`config.mk`:
```
export PLATFORM = sky130hd
export DESIGN_NAME = read_counter
export DESIGN_NICKNAME = d
export VERILOG_FILES = /design/src/rtl/cdu_pkg.sv /design/src/rtl/rdcnt_pend.sv /design/src/rtl/read_counter.sv
export SDC_FILE = /design/constraint.sdc
export NUM_CORES = 1
export LEC_CHECK = 0
export BUFFER_PORTS_ARGS = -buffer_cell sky130_fd_sc_hd__buf_2
export CAP_MARGIN = 10
export CORE_UTILIZATION = 50
export DETAILED_ROUTE_END_ITERATION = 10
export PLACE_DENSITY = 0.77
export SLEW_MARGIN = 5
export SYNTH_ARGS = -nofsm -noshare
export SYNTH_HDL_FRONTEND = slang
export SYNTH_SLANG_ARGS = --single-unit
```
`constraint.sdc`:
```
create_clock -name clk -period 9.8 [get_ports clk]
set_clock_uncertainty 0.15 [all_clocks]
set_input_delay 2.94 -clock clk [delete_from_list [all_inputs] [get_ports clk]]
set_output_delay 2.94 -clock clk [all_outputs]
set_load 0.05 [all_outputs]
```
`src/rtl/cdu_pkg.sv`:
```
// Shared CDU definitions: read-counter FSM states, step direction encoding,
// counter width and the ladder-switch bit map.
package cdu_pkg;
  localparam int CNT_W = 16;

  typedef enum logic [1:0] {IDLE, WAIT, STEP, SETTLE} rdcnt_state_t;

  // Two's-complement style: 01 = +1, 11 = -1
  typedef enum logic [1:0] {DIR_UP = 2'b01, DIR_DN = 2'b11} dir_t;

  // Ladder switch bits, active-low, MSB switch D15 driven from cnt[6]
  localparam int D15_BIT = 6;
  localparam int D16_BIT = 5;
  localparam int D17_BIT = 4;
  localparam int D18_BIT = 3;
  localparam int D19_BIT = 2;
  localparam int D20_BIT = 1;
  localparam int D21_BIT = 0;
endpackage

```
`src/rtl/rdcnt_pend.sv`:
```
// Pending AGC increment buffer: signed count bounded to +/-PEND_MAX,
// drained one unit per agc_ack, with registered up/down request flags.
module rdcnt_pend
  import cdu_pkg::*;
#(
  parameter int PEND_MAX = 7
) (
  input  logic clk,
  input  logic rst,
  input  logic i_step,
  input  dir_t i_dir,
  input  logic i_ack,
  output logic o_up,
  output logic o_dn,
  output logic o_full
);
  localparam logic signed [7:0] PMAX = 8'(PEND_MAX);
  localparam logic signed [7:0] NMAX = 8'(-PEND_MAX);

  logic signed [7:0] r_pend;
  logic signed [7:0] w_stp, w_ack, w_next;
  logic              r_up, r_dn;

  // next count: step adds dir, ack pulls one toward zero (ignored at zero)
  always_comb begin
    w_stp  = i_step ? ((i_dir == DIR_UP) ? 8'sd1 : -8'sd1) : 8'sd0;
    w_ack  = 8'sd0;
    if (i_ack && (r_pend > 8'sd0)) w_ack = 8'sd1;
    if (i_ack && (r_pend < 8'sd0)) w_ack = -8'sd1;
    w_next = r_pend + w_stp - w_ack;
  end

  // count and request flags registered together
  always_ff @(posedge clk or posedge rst) begin
    if (rst) begin
      r_pend <= '0;
      r_up   <= 1'b0;
      r_dn   <= 1'b0;
    end else begin
      r_pend <= w_next;
      r_up   <= (w_next > 8'sd0);
      r_dn   <= (w_next < 8'sd0);
    end
  end

  assign o_up   = r_up;
  assign o_dn   = r_dn;
  assign o_full = (i_dir == DIR_UP) ? (r_pend >= PMAX) : (r_pend <= NMAX);
endmodule

```
`src/rtl/read_counter.sv`:
```
// CDU read counter: steps a 16-bit angle counter toward null at a high or
// low rate chosen by the fine-error thresholds, drives the ladder bits and
// queues each step toward the AGC.
// Define RDCNT_SYNC_EN to pass the threshold inputs through 2-flop
// synchronizers (2 clocks of added input latency).
module read_counter
  import cdu_pkg::*;
#(
  parameter int HS_DIV     = 4,
  parameter int LS_DIV     = 64,
  parameter int SETTLE_CYC = 2,
  parameter int PEND_MAX   = 7
) (
  input  logic             clk,
  input  logic             rst,
  input  logic             _TLF1H,
  input  logic             _TLF2H,
  input  logic             _TLF1L,
  input  logic             _TLF2L,
  input  logic             agc_ack,
  output logic [CNT_W-1:0] cnt,
  output logic             _D15,
  output logic             _D16,
  output logic             _D17,
  output logic             _D18,
  output logic             _D19,
  output logic             _D20,
  output logic             _D21,
  output logic             agc_up,
  output logic             agc_dn
);
  localparam logic [15:0] HS_LD = 16'(HS_DIV - 1);
  localparam logic [15:0] LS_LD = 16'(LS_DIV - 1);
  localparam logic [15:0] ST_LD = 16'((SETTLE_CYC > 0) ? SETTLE_CYC - 1 : 0);

  logic [3:0]       w_thr_raw, w_thr;
  logic             w_up, w_dn, w_hi, w_valid, w_full, w_step;
  dir_t             w_dir, r_dir, w_dir_nxt;
  rdcnt_state_t     r_state, w_state_nxt;
  logic [15:0]      r_timer, w_timer_nxt, r_settle, w_settle_nxt;
  logic [CNT_W-1:0] r_cnt;

  assign w_thr_raw = {_TLF2L, _TLF1L, _TLF2H, _TLF1H};

`ifdef RDCNT_SYNC_EN
  logic [3:0] r_sync1, r_sync2;
  // two-flop synchronizer on the asynchronous comparator outputs
  always_ff @(posedge clk or posedge rst) begin
    if (rst) begin
      r_sync1 <= '0;
      r_sync2 <= '0;
    end else begin
      r_sync1 <= w_thr_raw;
      r_sync2 <= r_sync1;
    end
  end
  assign w_thr = r_sync2;
`else
  assign w_thr = w_thr_raw;
`endif

  // up and dn together is an invalid comparator state: treat as no threshold
  assign w_up    = w_thr[0] | w_thr[1];
  assign w_dn    = w_thr[2] | w_thr[3];
  assign w_hi    = w_thr[1] | w_thr[3];
  assign w_valid = w_up ^ w_dn;
  assign w_dir   = w_up ? DIR_UP : DIR_DN;

  // state register
  always_ff @(posedge clk or posedge rst) begin
    if (rst) r_state <= IDLE;
    else     r_state <= w_state_nxt;
  end

  // next state plus timer/settle/direction updates
  always_comb begin
    w_state_nxt  = r_state;
    w_timer_nxt  = r_timer;
    w_settle_nxt = r_settle;
    w_dir_nxt    = r_dir;
    case (r_state)
      IDLE: if (w_valid) begin
        w_state_nxt = WAIT;
        w_dir_nxt   = w_dir;
        w_timer_nxt = w_hi ? HS_LD : LS_LD;
      end
      WAIT: begin
        if (!w_valid || (w_dir != r_dir)) begin
          w_state_nxt = IDLE;
          w_timer_nxt = '0;
        end else if (r_timer == '0) begin
          // hold at zero while the AGC buffer is full in this direction
          if (!w_full) w_state_nxt = STEP;
        end else if (w_hi && (r_timer > HS_LD)) begin
          w_timer_nxt = HS_LD;
        end else begin
          w_timer_nxt = r_timer - 16'd1;
        end
      end
      STEP: begin
        if (SETTLE_CYC == 0) begin
          w_state_nxt = IDLE;
        end else begin
          w_state_nxt  = SETTLE;
          w_settle_nxt = ST_LD;
        end
      end
      SETTLE: begin
        if (r_settle == '0) w_state_nxt = IDLE;
        else                w_settle_nxt = r_settle - 16'd1;
      end
      default: w_state_nxt = IDLE;
    endcase
  end

  // state-decoded outputs
  always_comb begin
    w_step = (r_state == STEP);
  end

  // datapath registers: timer, settle count, latched direction, counter
  always_ff @(posedge clk or posedge rst) begin
    if (rst) begin
      r_timer  <= '0;
      r_settle <= '0;
      r_dir    <= DIR_UP;
      r_cnt    <= '0;
    end else begin
      r_timer  <= w_timer_nxt;
      r_settle <= w_settle_nxt;
      r_dir    <= w_dir_nxt;
      if (w_step) r_cnt <= r_cnt + ((r_dir == DIR_UP) ? 16'd1 : 16'hFFFF);
    end
  end

  rdcnt_pend #(.PEND_MAX(PEND_MAX)) u_pend (
    .clk    (clk),
    .rst    (rst),
    .i_step (w_step),
    .i_dir  (r_dir),
    .i_ack  (agc_ack),
    .o_up   (agc_up),
    .o_dn   (agc_dn),
    .o_full (w_full)
  );

  assign cnt  = r_cnt;
  assign _D15 = ~r_cnt[D15_BIT];
  assign _D16 = ~r_cnt[D16_BIT];
  assign _D17 = ~r_cnt[D17_BIT];
  assign _D18 = ~r_cnt[D18_BIT];
  assign _D19 = ~r_cnt[D19_BIT];
  assign _D20 = ~r_cnt[D20_BIT];
  assign _D21 = ~r_cnt[D21_BIT];
endmodule

```
# After elaboration in Yosys (flattened, before gate mapping)
# Cells that the tools add are included.
[op_classes]
addsub = 5
order_cmp = 7
eq_ne = 11
n_mux = 21
n_bitwise = 11
n_reduce_logical = 14
[op_table]
columns = ["cell", "count"]
rows = [
  ["$mux 16", 6],
  ["$pmux 16 s2", 2],
  ["$logic_not 16->1", 2],
  ["$sub 16x1->16 const B", 2],
  ["$mux 8", 3],
  ["$add 16x16->16", 1],
  ["$gt 16x2->1 const B", 1],
  ["$gt 8x1->1 const B", 2],
  ["$lt 8x1->1 const B", 2],
  ["$mux 2", 6],
  ["$ne 3x3->1 const B", 3],
  ["$add 8x8->8", 1],
  ["$ge 8x4->1 const B", 1],
  ["$le 8x4->1 const B", 1],
  ["$pmux 2 s4", 1],
  ["$sub 8x8->8", 1],
  ["$not 1->1", 7],
  ["$mux 6", 1],
  ["$ne 2x2->1 const B", 3],
  ["$eq 2x1->1 const B", 2],
  ["$eq 2x2->1 const B", 2],
  ["$reduce_and 2->1", 2],
  ["$reduce_and 4->1", 1],
  ["$reduce_bool 2->1", 2],
  ["9 further kinds", 14],
]
[word_totals]
regBits = 62
input_bits = 7
elab_cells = 77

# Depth between registers and ports, before layout
[logic_depth]
word_depth = 6
mapped_depth = 15

# Modules after synthesis
# From an unflattened synthesis, not the netlist that was laid out.
[hier_totals]
hier_cells = 476
hier_area_um2 = 4184.0
[by_module_without_submodules]
columns = ["mod", "n_inst", "cells_per_inst", "area_per_inst_um2", "seq_area_each_um2"]
rows = [
  ["read_counter", 1, 378, 3290.7, 1276.2],
  ["rdcnt_pend", 1, 98, 893.4, 225.2],
]

# Least setup slack after synthesis
# OpenSTA, ideal clock, no wires.
[synth_path]
path_type = "input port to flip-flop"
start = "input port agc_ack"
end = "register u_pend.r_up, in the netlist u_pend.o_up"
setup_ns = 0.125
arrival_time_ns = 5.204
t_required_ns = 9.525
slack_ns = 4.321
path_stages = 11
n_path_buf = 0
cell_sequence = "and2_1 fa_1 inv_1 fa_1 a21o_1 a21oi_1 o21ai_0 a21oi_1 xnor2_1 nor4_1 nor2_1"
[synth_between]
elab_chain_len = 5
elab_cells_between_ends = 6
classes_between = "add/sub (1); order compare (1); mux (2); reduce/logical (2)"
[synth_rtl]
columns = ["item", "line", "rtl"]
rows = [
  ["from (decl)", "read_counter.sv:20", "input logic agc_ack,"],
  ["$logic_and 1x1->1", "rdcnt_pend.sv:28", "if (i_ack && (r_pend > 8'sd0)) w_ack = 8'sd1;"],
  ["$mux 1", "rdcnt_pend.sv:28", ""],
  ["$mux 8 (*)", "rdcnt_pend.sv:29", "if (i_ack && (r_pend < 8'sd0)) w_ack = -8'sd1;"],
  ["$sub 8x8->8 (*)", "rdcnt_pend.sv:30", "w_next = r_pend + w_stp - w_ack;"],
  ["named net u_pend.w_next[6]", "rdcnt_pend.sv:21", "logic signed [7:0] w_stp, w_ack, w_next;"],
  ["$gt 8x1->1 (*)", "rdcnt_pend.sv:41", "r_up <= (w_next > 8'sd0);"],
  ["to (signal assigned)", "rdcnt_pend.sv:41", ""],
  ["to (decl)", "rdcnt_pend.sv:22", "logic r_up, r_dn;"],
]
# The timed path passes the listed nets; every way through them passes the cells marked *.
# A chain may end at the register's enable or synchronous reset.

# Worst setup path in the final report
# Ends and elaborated chain as after synthesis.

==> results.ini <==
[outcome]
status=completed

[final_layout]
antenna_cells=0
finalNetCount=510
num-fill-cells=682
syn_to_final_growth_pct=12.0
drive_gt1_share_pct=12.2

[detailed_routing]
ant_nets=0
wirelength_mm=7.94
drc=0
vias_per_cell=5.63
drt_first_pass_iters=4
vias=3245
wl_per_cell_um=13.8
drt_iter0_markers=169

[synthesis]
synth_area_per_cell_sq_um=9.09
yosysUniqueCellTypes=59
yosysWarnings=0
async_flop_share_pct=100
synth_area_sq_mm=0.00397
syn_nets=477
synth_flop_cell=dfrtp_1
synth_edf_count=0
synth_seq_cells=60
seq_area_frac_synth_pct=37.9
synth_cells=436

[run]
cap_violations=0

[global_routing]
track_usage_pct=21.1
gr-total-overflow=0
grt_max_degree=61
grt_pass1_wl_mm=14.1
grt_pass1_vias=3182
grt_antenna_before_repair=0

[critical_path]
startpoint_type=input port
crit_slowest_cell=fa_1
cp.arrival_ns=5.49
max_stage_delay_ns=0.55
crit_chain=buf_2 > and2_1 > fa_1 > inv_1 > fa_1 > a21o_1 > a21oi_1 > o21ai_0 > a21oi_1 > xnor2_1 > nor4_1 > nor2_1
cp_num_buf_inv=2
crit_family=adder cells
cp-end-kind=flip-flop
critPathKind=in -> reg
crit_fanout=7
worstRegToRegCells=15
path_depth=12
cp.required_ns=9.88

[timing]
setup_viol=0
tightest_slew_ns=1.10
slew_violations=0
clock.fmax_ghz=0.185
rsz0062_at_grt=false
relSlewSlack_pct=26.3
tns_ns=0
final-hold-violation-count=0
post-route-period-util_pct=55.2
fin_crit_ns=5.41

[die]
placeableCoreArea_sq_mm=0.00769
initial_core_util_pct=51.6
ios=32
fp.dieH_um=91.1
die_w_um=91.1
row_count=32
die_area_sq_mm=0.00829

[cts]
clock-sinks=60
htreeDepth=3
hold_buffers=0
cts_setup_buffers=0
cts.clk_slew.worst_paths_ns=0.07
ctsResizeCount=0
clk-insertion-delay-late_ns=0.35
cts_buffers=9
cts-root-buf=clkbuf_8
clk_path_buf_depth=2
cts_tree=yes

[placement]
routabilityCongestion=0.882
dp_hpwl_mm=5.71
io_buffers=31

[worst_hold_path]
hold_path.class=reg -> reg
min_delay_path_depth=1

==> path summary, 6_finish.rpt <==
kind                            start     endpoint  slack [ns]
max reg2reg                r_state[0]  u_pend.o_up        5.17
max                           agc_ack  u_pend.o_up        4.39
min                           cnt[15]      cnt[15]        0.34
min reg2reg                   cnt[15]      cnt[15]        0.34
min in group asynchronous         rst       cnt[0]        2.64
max in group asynchronous         rst  r_timer[11]        6.35
==> cells by family after synthesis <==
group,synth area share [%]
and+or+nand+nor,18.7
AOI/OAI and AO/OA,16.9
DFF,37.9
buffers and inverters,5.55
xor gates and xnor gates,7.95
adders and majority gates,12.2
muxes,0.789
==> area by class of cell <==
class / count / area (sq um) / area share, %
clock buffers: 11 / 141 / 3.18
clock inverters: 5 / 83.8 / 1.89
inverters: 46 / 173 / 3.89
multi-input cells: 319 / 2240 / 50.5
flip-flops and latches: 60 / 1500 / 33.8
well taps: 102 / 128 / 2.87
repair buffers: 33 / 170 / 3.83
==> through the flow <==
stage	setup slack (ns)	area (sq um)	hold slack [ns]	utilization (%)	instances
after floorplan	4.32	3970	0.310	-	436
after global placement	4.06	4220	0.331	54.8	560
after detailed placement	4.00	4220	0.330	54.8	560
after CTS	4.37	4440	0.342	57.8	576
after global routing	4.16	4440	0.370	57.8	576
final	4.39	4440	0.343	57.8	576
==> layout by cell type, fill, tap and decap left out, types with 3 or more instances in the layout <==
cell | netlist | layout
dfrtp_1 | 60 | 60
a21o_1 | 9 | 9
a22o_1 | 4 | 4
a21oi_1 | 27 | 27
inv_1 | 46 | 45
ha_1 | 26 | 26
clkbuf_8 | 0 | 10
nor3_1 | 11 | 11
fa_1 | 8 | 8
a211oi_1 | 4 | 4
o41ai_1 | 3 | 3
a31oi_1 | 4 | 4
nand3_1 | 9 | 9
xnor2_1 | 17 | 17
o21ai_0 | 28 | 28
xor2_1 | 19 | 19
o211ai_1 | 5 | 5
buf_2 | 2 | 31
nand2b_1 | 3 | 3
nor4_1 | 10 | 10
o22ai_1 | 3 | 3
nor2_1 | 35 | 35
nand4_1 | 5 | 5
or4_1 | 8 | 8
nand2_1 | 34 | 34
or3_1 | 9 | 9
==> flip-flops by register name, indices dropped and copies added (netlist names), named ones only <==
| register | count |
|---|---|
| r_settle | 16 |
| cnt | 16 |
| u_pend.o_dn | 1 |
| r_dir | 1 |
| r_timer | 16 |
| u_pend.o_up | 1 |
| u_pend.r_pend | 7 |
| r_state | 1 |
==> metal layers <==
layer | vias to the layer above | global-route usage [%] | routed length [um]
met4 | 0 | 10.1 | 184
met1 | 1554 | 27.8 | 3820
met5 | - | 0 | 0
met3 | 14 | 2.60 | 213
li1 | 1624 | - | -
met2 | 53 | 34.6 | 3720
==> cell usage after synthesis, drive strengths merged, types with 4 or more instances <==
cell,n,area share [%]
nand2,34,3.2
a21oi,27,3.4
xnor2,17,3.8
a21o,9,1.7
a211oi,4,0.76
clkbuf,7,0.66
o211ai,5,0.95
a22o,4,0.88
inv,46,4.4
or3,10,1.7
nor2,36,3.6
nand4,5,0.79
ha,26,8.2
nor3,11,1.4
nand3,9,1.1
a31oi,4,0.63
nor4,11,1.9
dfrtp,60,38
fa,8,4.0
buf,4,0.54
o21ai,30,4.1
or4,9,1.8
xor2,19,4.2
==> worst register-to-register path: stages, from the launching register on <==
cell	delay, ns
dfrtp_1	0.44
inv_1	0.14
nand2_1	0.07
buf_4	0.23
inv_1	0.79
nand2_1	0.48
fa_1	0.61
inv_1	0.06
fa_1	0.45
a21o_1	0.18
a21oi_1	0.21
o21ai_0	0.10
a21oi_1	0.18
xnor2_1	0.10
nor4_1	0.25
nor2_1	0.06
Power is not shown: default switching activity piles up to over one toggle a cycle in this logic, so the estimate is an artifact.
